## src/rtl/i2c_pkg.sv

```systemverilog
// Shared types and constants for the I2C target register file.
//   i2c_state_e  : target FSM state encoding (4 bits)
//   I2C_ACK/NACK : SDA level of the ninth (acknowledge) bit
//   BIT_CNT_W    : width of the per-byte bit counter (counts 0..8)
package i2c_pkg;

    typedef enum logic [3:0] {
        ST_IDLE      = 4'd0,
        ST_ADDR      = 4'd1,
        ST_ADDR_ACK  = 4'd2,
        ST_PTR       = 4'd3,
        ST_PTR_ACK   = 4'd4,
        ST_WDATA     = 4'd5,
        ST_WDATA_ACK = 4'd6,
        ST_RDATA     = 4'd7,
        ST_RDATA_ACK = 4'd8
    } i2c_state_e;

    localparam logic I2C_ACK  = 1'b0;
    localparam logic I2C_NACK = 1'b1;

    localparam int BIT_CNT_W = 4;

    // Counter value meaning "all 8 data bits seen, waiting for the ACK slot".
    localparam logic [BIT_CNT_W-1:0] BIT_ACK_SLOT = 4'd8;
    localparam logic [BIT_CNT_W-1:0] BIT_LAST     = 4'd7;

endpackage

```

## src/rtl/i2c_bus_sync.sv

```systemverilog
// Bus front end: synchronises SCL/SDA into the clk domain, detects SCL edges
// and START/STOP conditions.
//   clk, reset       : system clock, async active-high reset
//   scl_i, sda_i     : raw bus lines
//   scl_rise/fall    : one-clk pulses on synchronised SCL edges
//   sda_s            : synchronised SDA
//   start_det        : SDA 1->0 while SCL high
//   stop_det         : SDA 0->1 while SCL high
module i2c_bus_sync #(
    parameter int SYNC_STAGES = 2
) (
    input  logic clk,
    input  logic reset,
    input  logic scl_i,
    input  logic sda_i,
    output logic scl_rise,
    output logic scl_fall,
    output logic sda_s,
    output logic start_det,
    output logic stop_det
);

    logic [SYNC_STAGES-1:0] scl_sync_q, scl_sync_d;
    logic [SYNC_STAGES-1:0] sda_sync_q, sda_sync_d;
    logic                   scl_prev_q, scl_prev_d;
    logic                   sda_prev_q, sda_prev_d;
    logic                   scl_s;

    assign scl_s = scl_sync_q[SYNC_STAGES-1];
    assign sda_s = sda_sync_q[SYNC_STAGES-1];

    always_comb begin
        scl_sync_d = {scl_sync_q[SYNC_STAGES-2:0], scl_i};
        sda_sync_d = {sda_sync_q[SYNC_STAGES-2:0], sda_i};
        scl_prev_d = scl_s;
        sda_prev_d = sda_s;
    end

    // Reset to the idle-bus level so releasing reset never looks like an edge.
    always_ff @(posedge clk or posedge reset) begin
        if (reset) begin
            scl_sync_q <= '1;
            sda_sync_q <= '1;
            scl_prev_q <= 1'b1;
            sda_prev_q <= 1'b1;
        end else begin
            scl_sync_q <= scl_sync_d;
            sda_sync_q <= sda_sync_d;
            scl_prev_q <= scl_prev_d;
            sda_prev_q <= sda_prev_d;
        end
    end

    assign scl_rise  =  scl_s & ~scl_prev_q;
    assign scl_fall  = ~scl_s &  scl_prev_q;
    // SCL must be high on both samples so an SCL edge coinciding with a data
    // change is never mistaken for a bus condition.
    assign start_det = scl_s & scl_prev_q &  sda_prev_q & ~sda_s;
    assign stop_det  = scl_s & scl_prev_q & ~sda_prev_q &  sda_s;

endmodule

```

## src/rtl/i2c_target_regfile.sv

```systemverilog
// I2C target with a pointer-addressed register file and auto-increment.
//   clk, reset   : system clock (>= 8x SCL), async active-high reset
//   scl_i, sda_i : bus lines; sda_oe=1 pulls SDA low (open drain)
//   host_raddr/host_rdata : combinational host read port
//   wr_evt/wr_addr/wr_data: one-clk strobe per register written from the bus
//   busy         : set after an address-matched ACK, cleared on STOP/NACK/mismatch
//
// state        | meaning
// -------------+-----------------------------------------------------------
// ST_IDLE      | waiting for START
// ST_ADDR      | shifting in address byte, compare on 8th bit
// ST_ADDR_ACK  | driving ACK for our address
// ST_PTR       | shifting in the pointer byte
// ST_PTR_ACK   | driving ACK for the pointer byte
// ST_WDATA     | shifting in a data byte, written on its 8th bit
// ST_WDATA_ACK | driving ACK for a data byte
// ST_RDATA     | shifting out regfile[ptr]
// ST_RDATA_ACK | SDA released, sampling master ACK/NACK
module i2c_target_regfile
    import i2c_pkg::*;
#(
    parameter logic [6:0] DEV_ADDR    = 7'h50,
    parameter int         DEPTH_LOG2  = 4,
    parameter int         SYNC_STAGES = 2
) (
    input  logic                  clk,
    input  logic                  reset,
    input  logic                  scl_i,
    input  logic                  sda_i,
    output logic                  sda_oe,
    input  logic [DEPTH_LOG2-1:0] host_raddr,
    output logic [7:0]            host_rdata,
    output logic                  wr_evt,
    output logic [DEPTH_LOG2-1:0] wr_addr,
    output logic [7:0]            wr_data,
    output logic                  busy
);

    localparam int DEPTH = 2 ** DEPTH_LOG2;

    logic scl_rise, scl_fall, sda_s, start_det, stop_det;

    i2c_bus_sync #(.SYNC_STAGES(SYNC_STAGES)) u_bus_sync (
        .clk       (clk),
        .reset     (reset),
        .scl_i     (scl_i),
        .sda_i     (sda_i),
        .scl_rise  (scl_rise),
        .scl_fall  (scl_fall),
        .sda_s     (sda_s),
        .start_det (start_det),
        .stop_det  (stop_det)
    );

    i2c_state_e            state_q, state_d;
    logic [BIT_CNT_W-1:0]  bit_cnt_q, bit_cnt_d;
    // Seven bits suffice: on receive the 8th bit comes straight from sda_s,
    // on transmit the MSB goes onto the bus at load time.
    logic [6:0]            shift_q, shift_d;
    logic [DEPTH_LOG2-1:0] ptr_q, ptr_d;
    logic                  sda_oe_q, sda_oe_d;
    logic                  busy_q, busy_d;
    logic                  wr_evt_q, wr_evt_d;
    logic [DEPTH_LOG2-1:0] wr_addr_q, wr_addr_d;
    logic [7:0]            wr_data_q, wr_data_d;
    logic [7:0]            mem_q [DEPTH];
    logic [7:0]            mem_d [DEPTH];
    logic [7:0]            byte_in;
    logic [7:0]            rd_byte;

    assign byte_in = {shift_q, sda_s};
    assign rd_byte = mem_q[ptr_q];

    always_comb begin
        state_d   = state_q;
        bit_cnt_d = bit_cnt_q;
        shift_d   = shift_q;
        ptr_d     = ptr_q;
        sda_oe_d  = sda_oe_q;
        busy_d    = busy_q;
        wr_evt_d  = 1'b0;
        wr_addr_d = wr_addr_q;
        wr_data_d = wr_data_q;
        mem_d     = mem_q;

        if (start_det) begin
            // Repeated START keeps ptr so write-pointer/read works.
            state_d   = ST_ADDR;
            bit_cnt_d = '0;
            sda_oe_d  = 1'b0;
        end else if (stop_det) begin
            state_d   = ST_IDLE;
            bit_cnt_d = '0;
            sda_oe_d  = 1'b0;
            busy_d    = 1'b0;
        end else begin
            unique case (state_q)
                ST_IDLE: ;
                ST_ADDR, ST_PTR, ST_WDATA: begin
                    if (scl_rise && bit_cnt_q != BIT_ACK_SLOT) begin
                        shift_d   = byte_in[6:0];
                        bit_cnt_d = bit_cnt_q + BIT_CNT_W'(1);
                        if (bit_cnt_q == BIT_LAST) begin
                            if (state_q == ST_ADDR) begin
                                if (byte_in[7:1] != DEV_ADDR) begin
                                    state_d   = ST_IDLE;
                                    bit_cnt_d = '0;
                                    busy_d    = 1'b0;
                                end
                            end else if (state_q == ST_PTR) begin
                                ptr_d = byte_in[DEPTH_LOG2-1:0];
                            end else begin
                                mem_d[ptr_q] = byte_in;
                                wr_evt_d     = 1'b1;
                                wr_addr_d    = ptr_q;
                                wr_data_d    = byte_in;
                                ptr_d        = ptr_q + DEPTH_LOG2'(1);
                            end
                        end
                    end else if (scl_fall && bit_cnt_q == BIT_ACK_SLOT) begin
                        sda_oe_d  = 1'b1;
                        bit_cnt_d = '0;
                        state_d   = (state_q == ST_ADDR) ? ST_ADDR_ACK :
                                    (state_q == ST_PTR)  ? ST_PTR_ACK  : ST_WDATA_ACK;
                    end
                end
                ST_ADDR_ACK: begin
                    if (scl_fall) begin
                        busy_d    = 1'b1;
                        bit_cnt_d = '0;
                        if (shift_q[0]) begin
                            state_d  = ST_RDATA;
                            shift_d  = rd_byte[6:0];
                            sda_oe_d = ~rd_byte[7];
                        end else begin
                            state_d  = ST_PTR;
                            sda_oe_d = 1'b0;
                        end
                    end
                end
                ST_PTR_ACK, ST_WDATA_ACK: begin
                    if (scl_fall) begin
                        state_d   = ST_WDATA;
                        bit_cnt_d = '0;
                        sda_oe_d  = 1'b0;
                    end
                end
                ST_RDATA: begin
                    if (scl_fall) begin
                        if (bit_cnt_q == BIT_LAST) begin
                            state_d   = ST_RDATA_ACK;
                            bit_cnt_d = '0;
                            sda_oe_d  = 1'b0;
                            ptr_d     = ptr_q + DEPTH_LOG2'(1);
                        end else begin
                            sda_oe_d  = ~shift_q[6];
                            shift_d   = {shift_q[5:0], 1'b1};
                            bit_cnt_d = bit_cnt_q + BIT_CNT_W'(1);
                        end
                    end
                end
                ST_RDATA_ACK: begin
                    if (scl_rise && bit_cnt_q != BIT_ACK_SLOT) begin
                        if (sda_s == I2C_ACK) begin
                            bit_cnt_d = BIT_ACK_SLOT;
                        end else begin
                            state_d   = ST_IDLE;
                            bit_cnt_d = '0;
                            busy_d    = 1'b0;
                        end
                    end else if (scl_fall && bit_cnt_q == BIT_ACK_SLOT) begin
                        state_d   = ST_RDATA;
                        bit_cnt_d = '0;
                        shift_d   = rd_byte[6:0];
                        sda_oe_d  = ~rd_byte[7];
                    end
                end
                default: begin
                    state_d   = ST_IDLE;
                    bit_cnt_d = '0;
                    sda_oe_d  = 1'b0;
                    busy_d    = 1'b0;
                end
            endcase
        end
    end

    always_ff @(posedge clk or posedge reset) begin
        if (reset) begin
            state_q   <= ST_IDLE;
            bit_cnt_q <= '0;
            shift_q   <= '0;
            ptr_q     <= '0;
            sda_oe_q  <= 1'b0;
            busy_q    <= 1'b0;
            wr_evt_q  <= 1'b0;
            wr_addr_q <= '0;
            wr_data_q <= '0;
            for (int i = 0; i < DEPTH; i++) begin
                mem_q[i] <= '0;
            end
        end else begin
            state_q   <= state_d;
            bit_cnt_q <= bit_cnt_d;
            shift_q   <= shift_d;
            ptr_q     <= ptr_d;
            sda_oe_q  <= sda_oe_d;
            busy_q    <= busy_d;
            wr_evt_q  <= wr_evt_d;
            wr_addr_q <= wr_addr_d;
            wr_data_q <= wr_data_d;
            mem_q     <= mem_d;
        end
    end

    assign sda_oe     = sda_oe_q;
    assign busy       = busy_q;
    assign wr_evt     = wr_evt_q;
    assign wr_addr    = wr_addr_q;
    assign wr_data    = wr_data_q;
    assign host_rdata = mem_q[host_raddr];

endmodule

```

## config.mk

```make
export PLATFORM = sky130hd
export DESIGN_NAME = i2c_target_regfile
export DESIGN_NICKNAME = d
export VERILOG_FILES = /design/src/rtl/i2c_pkg.sv /design/src/rtl/i2c_bus_sync.sv /design/src/rtl/i2c_target_regfile.sv
export SDC_FILE = /design/constraint.sdc
export NUM_CORES = 1
export LEC_CHECK = 0
export ABC_CLOCK_PERIOD_IN_PS = 14700
export BUFFER_PORTS_ARGS = -buffer_cell sky130_fd_sc_hd__clkbuf_2
export CAP_MARGIN = 15
export CORE_AREA = 2 2 149 151
export CTS_CLUSTER_DIAMETER = 120
export DETAILED_ROUTE_END_ITERATION = 7
export DIE_AREA = 0 0 151 153
export GPL_TIMING_DRIVEN = 0
export PLACE_DENSITY = 0.62
export SYNTH_ARGS = -nofsm -noshare
export SYNTH_HDL_FRONTEND = slang
export SYNTH_HIERARCHICAL = 1
export SYNTH_SLANG_ARGS = --single-unit
export TNS_END_PERCENT = 50
```

## constraint.sdc

```tcl
create_clock -name clk -period 14.7 [get_ports clk]
set_clock_uncertainty 0.2 [all_clocks]
set_input_delay 4.41 -clock clk [delete_from_list [all_inputs] [get_ports clk]]
set_output_delay 4.41 -clock clk [all_outputs]
set_load 0.03 [all_outputs]
```

==> Yosys cells after proc, flatten, opt, wreduce, memory -nomap -nowiden <==
Index checks and enable logic that the tools add are counted.
{ "word_totals": {"reg_bits": 168, "latch_bits": 0, "mem_bits_rw": 0, "rom_bits": 0, "output_inout_bits": 23, "n_memories": 0} }
{ "classes": {"n_addsub": 2, "n_mul": 0, "div_mod_pow": 0, "n_lt_le_gt_ge": 3, "eq_ne": 46, "shifts": 0, "n_mux": 83, "bitwise": 19, "n_reduce_logical": 18} }
{ "op_table": {"columns": ["cell", "count"], "rows": [
  ["128-bit bitwise mux", 1],
  ["4-bit two-way mux", 32],
  ["8-bit binary-select mux with 4-bit select", 2],
  ["7-bit two-way mux", 7],
  ["8-bit two-way mux", 5],
  ["4-bit != test, second input constant", 9],
  ["8-bit demux with 4-bit select", 1],
  ["7-bit one-hot mux with 4 select lines", 1],
  ["1-bit two-way mux", 26],
  ["5-bit != test, second input constant", 5],
  ["4-bit one-hot mux with 6 select lines", 1],
  ["3-bit != test, second input constant", 7],
  ["4-bit by 3-bit equality test with 1-bit output, second input constant", 5],
  ["2-bit != test, second input constant", 10],
  ["4-bit one-hot mux with 5 select lines", 1],
  ["9-bit AND reduction", 2],
  ["8-bit AND reduction", 2],
  ["11-bit AND reduction", 1],
  ["5-bit greater-or-equal comparator, second input constant", 2],
  ["1-bit NOT", 10],
  ["4-bit NOT with 5-bit output", 2],
  ["10-bit AND reduction", 1],
  ["4-bit by 1-bit adder with 4-bit output, second input constant", 2],
  ["4-bit by 2-bit equality test with 1-bit output, second input constant", 2],
  ["23 further kinds", 34]
]} }

==> Longest topological paths before layout <==
{ "logic_depth": {"depth_word": 10, "ltp_mapped": 9} }

==> Hierarchy <==
Netlist, hierarchy kept.
{ "modules_own_cells": {"columns": ["module", "n_inst", "cells_per_inst", "area_each_um2", "seq_area_each_um2"], "rows": [
  ["i2c_target_regfile", 1, 659, 8877.3, 4053.9],
  ["i2c_bus_sync", 1, 11, 193.9, 157.7]
]} }

==> Least setup slack after synthesis <==
OpenSTA, ideal clock, no wires.
{ "synth_timing": {"path_kind": "input to output", "start": "in host_raddr[0]", "end": "out host_rdata[0]", "arrival_ps": 6304, "setup_slack_ps": 3786, "cell_stages": 4, "path_cell_list": "clkbuf_1 -> buf_1 -> mux4_2 -> mux4_2"} }
{ "synth_via": {"elab_chain_len": 4} }
{ "synth_rtl": {"columns": ["item", "line_no", "source"], "rows": [
  ["start: declaration", "i2c_target_regfile.sv:31", "input logic [DEPTH_LOG2-1:0] host_raddr,"],
  ["4-bit NOT with 5-bit output (not written as such)", "i2c_target_regfile.sv:221", "assign host_rdata = mem_q[host_raddr];"],
  ["8-bit binary-select mux with 4-bit select", "i2c_target_regfile.sv:221", null],
  ["8-bit two-way mux (not written as such) (2 in series)", "i2c_target_regfile.sv:221", null],
  ["end: declaration", "i2c_target_regfile.sv:32", "output logic [7:0] host_rdata,"]
]} }
Every way passes these cells. The select of a mux whose other input is x is not followed.

==> Final worst setup path <==
{ "layout_timing": {"start": "in host_raddr[0]", "end": "out host_rdata[5]"} }
The elaborated chain is that of the path after synthesis.

==> impl_metrics.csv <==
group,metric,value,unit
status,status,"completed",
clock_network,postCtsHoldBufs,0,
floorplanning,num_rows,54,
critical_path,r2r-start,"ptr_q[1]$_DFFE_PP0P_",
floorplanning,die-area,0.0231,mm2
critical_path,crit_path_start_kind,"input pin",
routing,met1_length,10800,um
routing,wl_per_cell,24.2,um
sta,grt_setup_unrepaired,"false",
placement,dp.cells,978,
logic_synthesis,syn_nets,684,
logic_synthesis,ys_warn_count,6,
placement,dpl.hpwl,17500,um
pwr,cellLeakagePower,4.63,nW
clock_network,cts_setup_buffers,0,
placement,gp_congestion,0.879,
logic_synthesis,synth_largest_area_cell,"dfrtp_1",
floorplanning,core_area,0.0215,mm2
floorplanning,initial_utilization,42.2,%
logic_synthesis,ys_seq_area_share,46.4,%
grt,grt_max_degree,91,
routing,finalWirelength,24500,um
floorplanning,die_h,153,um
routing,dr.max_layer_used,"met4",
routing,post_drt_via_cell_ratio,6.10,
sta,hold_violations,0,
logic_synthesis,synth_area_per_cell,13.5,um2
critical_path,r2r_slack,11.16,ns
sta,fin_setup_tns,0,ns
sta,hold_ws,0.157,ns
pwr,internal_power,797,uW
pwr,ir_drop,0.0000787,V
floorplanning,dieWidth,151,um
min_path,holdPathStages,0,
clock_network,clk_latency,0.44,ns
critical_path,crit_buf_inv,3,
pwr,seq_power_share,41.2,%
logic_synthesis,synthMuxAreaShare,36.1,%
pwr,p_sw_share,34.0,%
critical_path,crit_path_max_incr_delay,0.89,ns
logic_synthesis,synth.area.top_cells,"dfrtp_1 (45%), mux4_2 (18%), mux2_2 (15%)",
logic_synthesis,synth-xor-area-share,0.0966,%
critical_path,cpMostUsedCell,"mux4_2",
routing,drtIter0Drc,587,
logic_synthesis,synth_flop_cell,"dfrtp_1",
routing,via_count,6173,
grt,grt_pass1_vias,6430,
sta,maxSlewHeadroom,23.7,%
routing,ant_nets,0,
logic_synthesis,postSynth.asyncResetShare,100,%
pwr,power,1.21,mW
clock_network,root_buffer,"clkbuf_16",
logic_synthesis,yosysUniqueCellTypes,58,
grt,grtUsageTotal,22.2,%
final_layout,drive_gt1_share,40.7,%
pwr,pwr-share-comb,21.2,%
logic_synthesis,synth_top_family_by_area,"multiplexers",
sta,worst_slack,3.16,ns
final_layout,area_growth,12.4,%
pwr,power.density,118,mW/mm2
min_path,whs_endpoint,"u_bus_sync/scl_sync_q[1]$_DFF_PP1_",
clock_network,cts_tree,"yes",
logic_synthesis,synth.top_cell.area_share,44.7,%
final_layout,nFillCells,1932,
clock_network,cts.path.max_buffers,2,
final_layout,fin_util,47.4,%
min_path,holdCritStartpoint,"u_bus_sync/scl_sync_q[0]$_DFF_PP1_",
sta,drv_slew,0,
clock_network,cts_max_level,4,
critical_path,cp_max_fo,10,
grt,grt_pass1_wl,38300,um
sta,min_period,11.54,ns
floorplanning,io-pin-count,31,
logic_synthesis,synth_cells,670,
logic_synthesis,synth_compound_area_share,5.93,%
routing,dr_wl_met3,1130,um
logic_synthesis,netlist_area,0.00907,mm2
sta,setup_viol,0,
critical_path,slowest_stage,"buf_1",
critical_path,path_cells,"clkbuf_1 -> buf_1 -> mux4_2 -> mux4_2 -> clkbuf_2",
flow_run,drv_cap,0,
critical_path,endpoint_kind,"primary output",
critical_path,reg2reg_depth,7,
sta,fin_crit_sh,78.5,%
clock_network,clock_sinks,168,
final_layout,insertedDiodeCount,0,
pwr,clkPwrFrac,37.6,%
critical_path,arrival,6.93,ns
critical_path,critPathKind,"in2out",
placement,pre_cts_ws,3.13,ns
routing,drc,0,
logic_synthesis,ys_ff_latch,168,
grt,overflow,0,
logic_synthesis,synthSimpleGateAreaFrac,7.78,%
routing,firstDrtPassIters,5,
clock_network,cts_buffers,17,
pwr,power.switching,410,uW
min_path,min_path_type,"reg2reg",
clock_network,cts_repair_resize_count,0,
critical_path,crit_family,"buffers and inverters",
logic_synthesis,synthAdderAreaFrac,0.828,%
sta,worstMarginPinSlew,1.14,ns
routing,wl_met2,12200,um
final_layout,fin_nets,733,
sta,fmax,86.7,MHz
critical_path,reg2reg_to,"mem_q[86]$_DFFE_PP0P_",
critical_path,required,10.09,ns
final_layout,postLayoutCellArea,0.0102,mm2
placement,placed_area,0.00959,mm2
grt,antenna_found_initial,0,
clock_network,clk_pin_slew,0.07,ns
placement,portBuffers,27,
final_layout,final_cells,1012,
logic_synthesis,synth_edf_count,0,
-- final cells by class --
type | count | area (um2) | area share (%)
Buffer | 51 | 204 | 2.00
Clock buffer | 18 | 429 | 4.21
Clock inverter | 14 | 160 | 1.57
Inverter | 14 | 57.6 | 0.565
Multi-Input combinational cell | 437 | 4600 | 45.2
Sequential cell | 168 | 4210 | 41.3
Tap cell | 280 | 350 | 3.44
Timing Repair Buffer | 30 | 179 | 1.76
-- kinds of logic after synthesis --
family                     Yosys count
DFF                                168
and+or+nand+nor                    126
adders and majority gates            6
xor gates and xnor gates             1
muxes                              220
AOI/OAI and AO/OA                   84
buffers and inverters               65
-- cell usage in the layout (no fill, tap or decap), types with 7 or more instances in the layout --
master / count
a211oi_1: 14
a21oi_1: 18
buf_1: 9
buf_2: 7
clkbuf_1: 35
clkbuf_16: 17
clkbuf_2: 28
dfrtp_1: 162
inv_1: 12
mux2_1: 8
mux2_2: 120
mux2i_1: 19
mux4_2: 73
nand2_1: 42
nand2_2: 17
nor2_1: 17
nor2b_1: 13
o21ai_0: 24
-- power by group through the flow --
stage / sequential (mW) / clock, mW / combinational (mW)
final: 0.497 / 0.454 / 0.256
after global routing: 0.500 / 0.478 / 0.283
after CTS: 0.497 / 0.458 / 0.254
after detailed placement: 0.506 / 0 / 0.253
after global placement: 0.505 / 0 / 0.245
after floorplan: 0.505 / 0 / 0.170
-- metal layers --
metal	track usage, %	vias to the layer above
met1	31.1	3302
met4	6.05	0
met2	36.0	190
li1	-	2650
met5	0	-
met3	3.91	31
-- how the worst max path moves through the flow --
| stage | startpoint | endpoint | slack, ns | cells after the start |
|---|---|---|---|---|
| after floorplan | host_raddr[0] | host_rdata[0] | 3.79 | 4 |
| after global placement | host_raddr[0] | host_rdata[3] | 3.16 | 5 |
| after detailed placement | host_raddr[0] | host_rdata[1] | 3.13 | 5 |
| after CTS | host_raddr[0] | host_rdata[1] | 3.12 | 5 |
| after global routing | host_raddr[0] | host_rdata[5] | 3.04 | 5 |
| final | host_raddr[0] | host_rdata[5] | 3.16 | 5 |
-- synthesized netlist by cell type, types with 2 or more instances --
cell type	n
and2_1	2
mux2_1	8
clkbuf_1	34
inv_1	13
ha_1	6
buf_2	7
mux4_2	73
nor2_1	17
and3_1	2
nand3b_1	2
a21oi_1	18
mux2i_1	19
nand2_2	17
or4_1	2
nor3_1	2
nand3_1	6
o21ai_0	24
o311ai_0	2
nand2_1	42
nor3b_4	2
dfrtp_1	162
and4b_1	3
o211ai_1	3
dfstp_2	6
o31ai_1	4
nor4_1	2
o22ai_1	3
mux2_2	120
nor2b_1	13
a211oi_1	14
a22oi_1	3
buf_1	9
a21boi_0	2
a31oi_1	2
nand2b_1	3
-- state kept, by name (all words and copies together), names as in the netlist --
| name | flops |
|---|---|
| mem_q | 128 |
| u_bus_sync/scl_prev_q | 1 |
| bit_cnt_q | 4 |
| busy | 1 |
| u_bus_sync/sda_sync_q | 2 |
| ptr_q | 4 |
| state_q | 4 |
| shift_q | 7 |
| wr_data | 8 |
| u_bus_sync/sda_prev_q | 1 |
| wr_addr | 4 |
| wr_evt | 1 |
| u_bus_sync/scl_sync_q | 2 |
| sda_oe | 1 |
(Power assumes the default switching activity.)
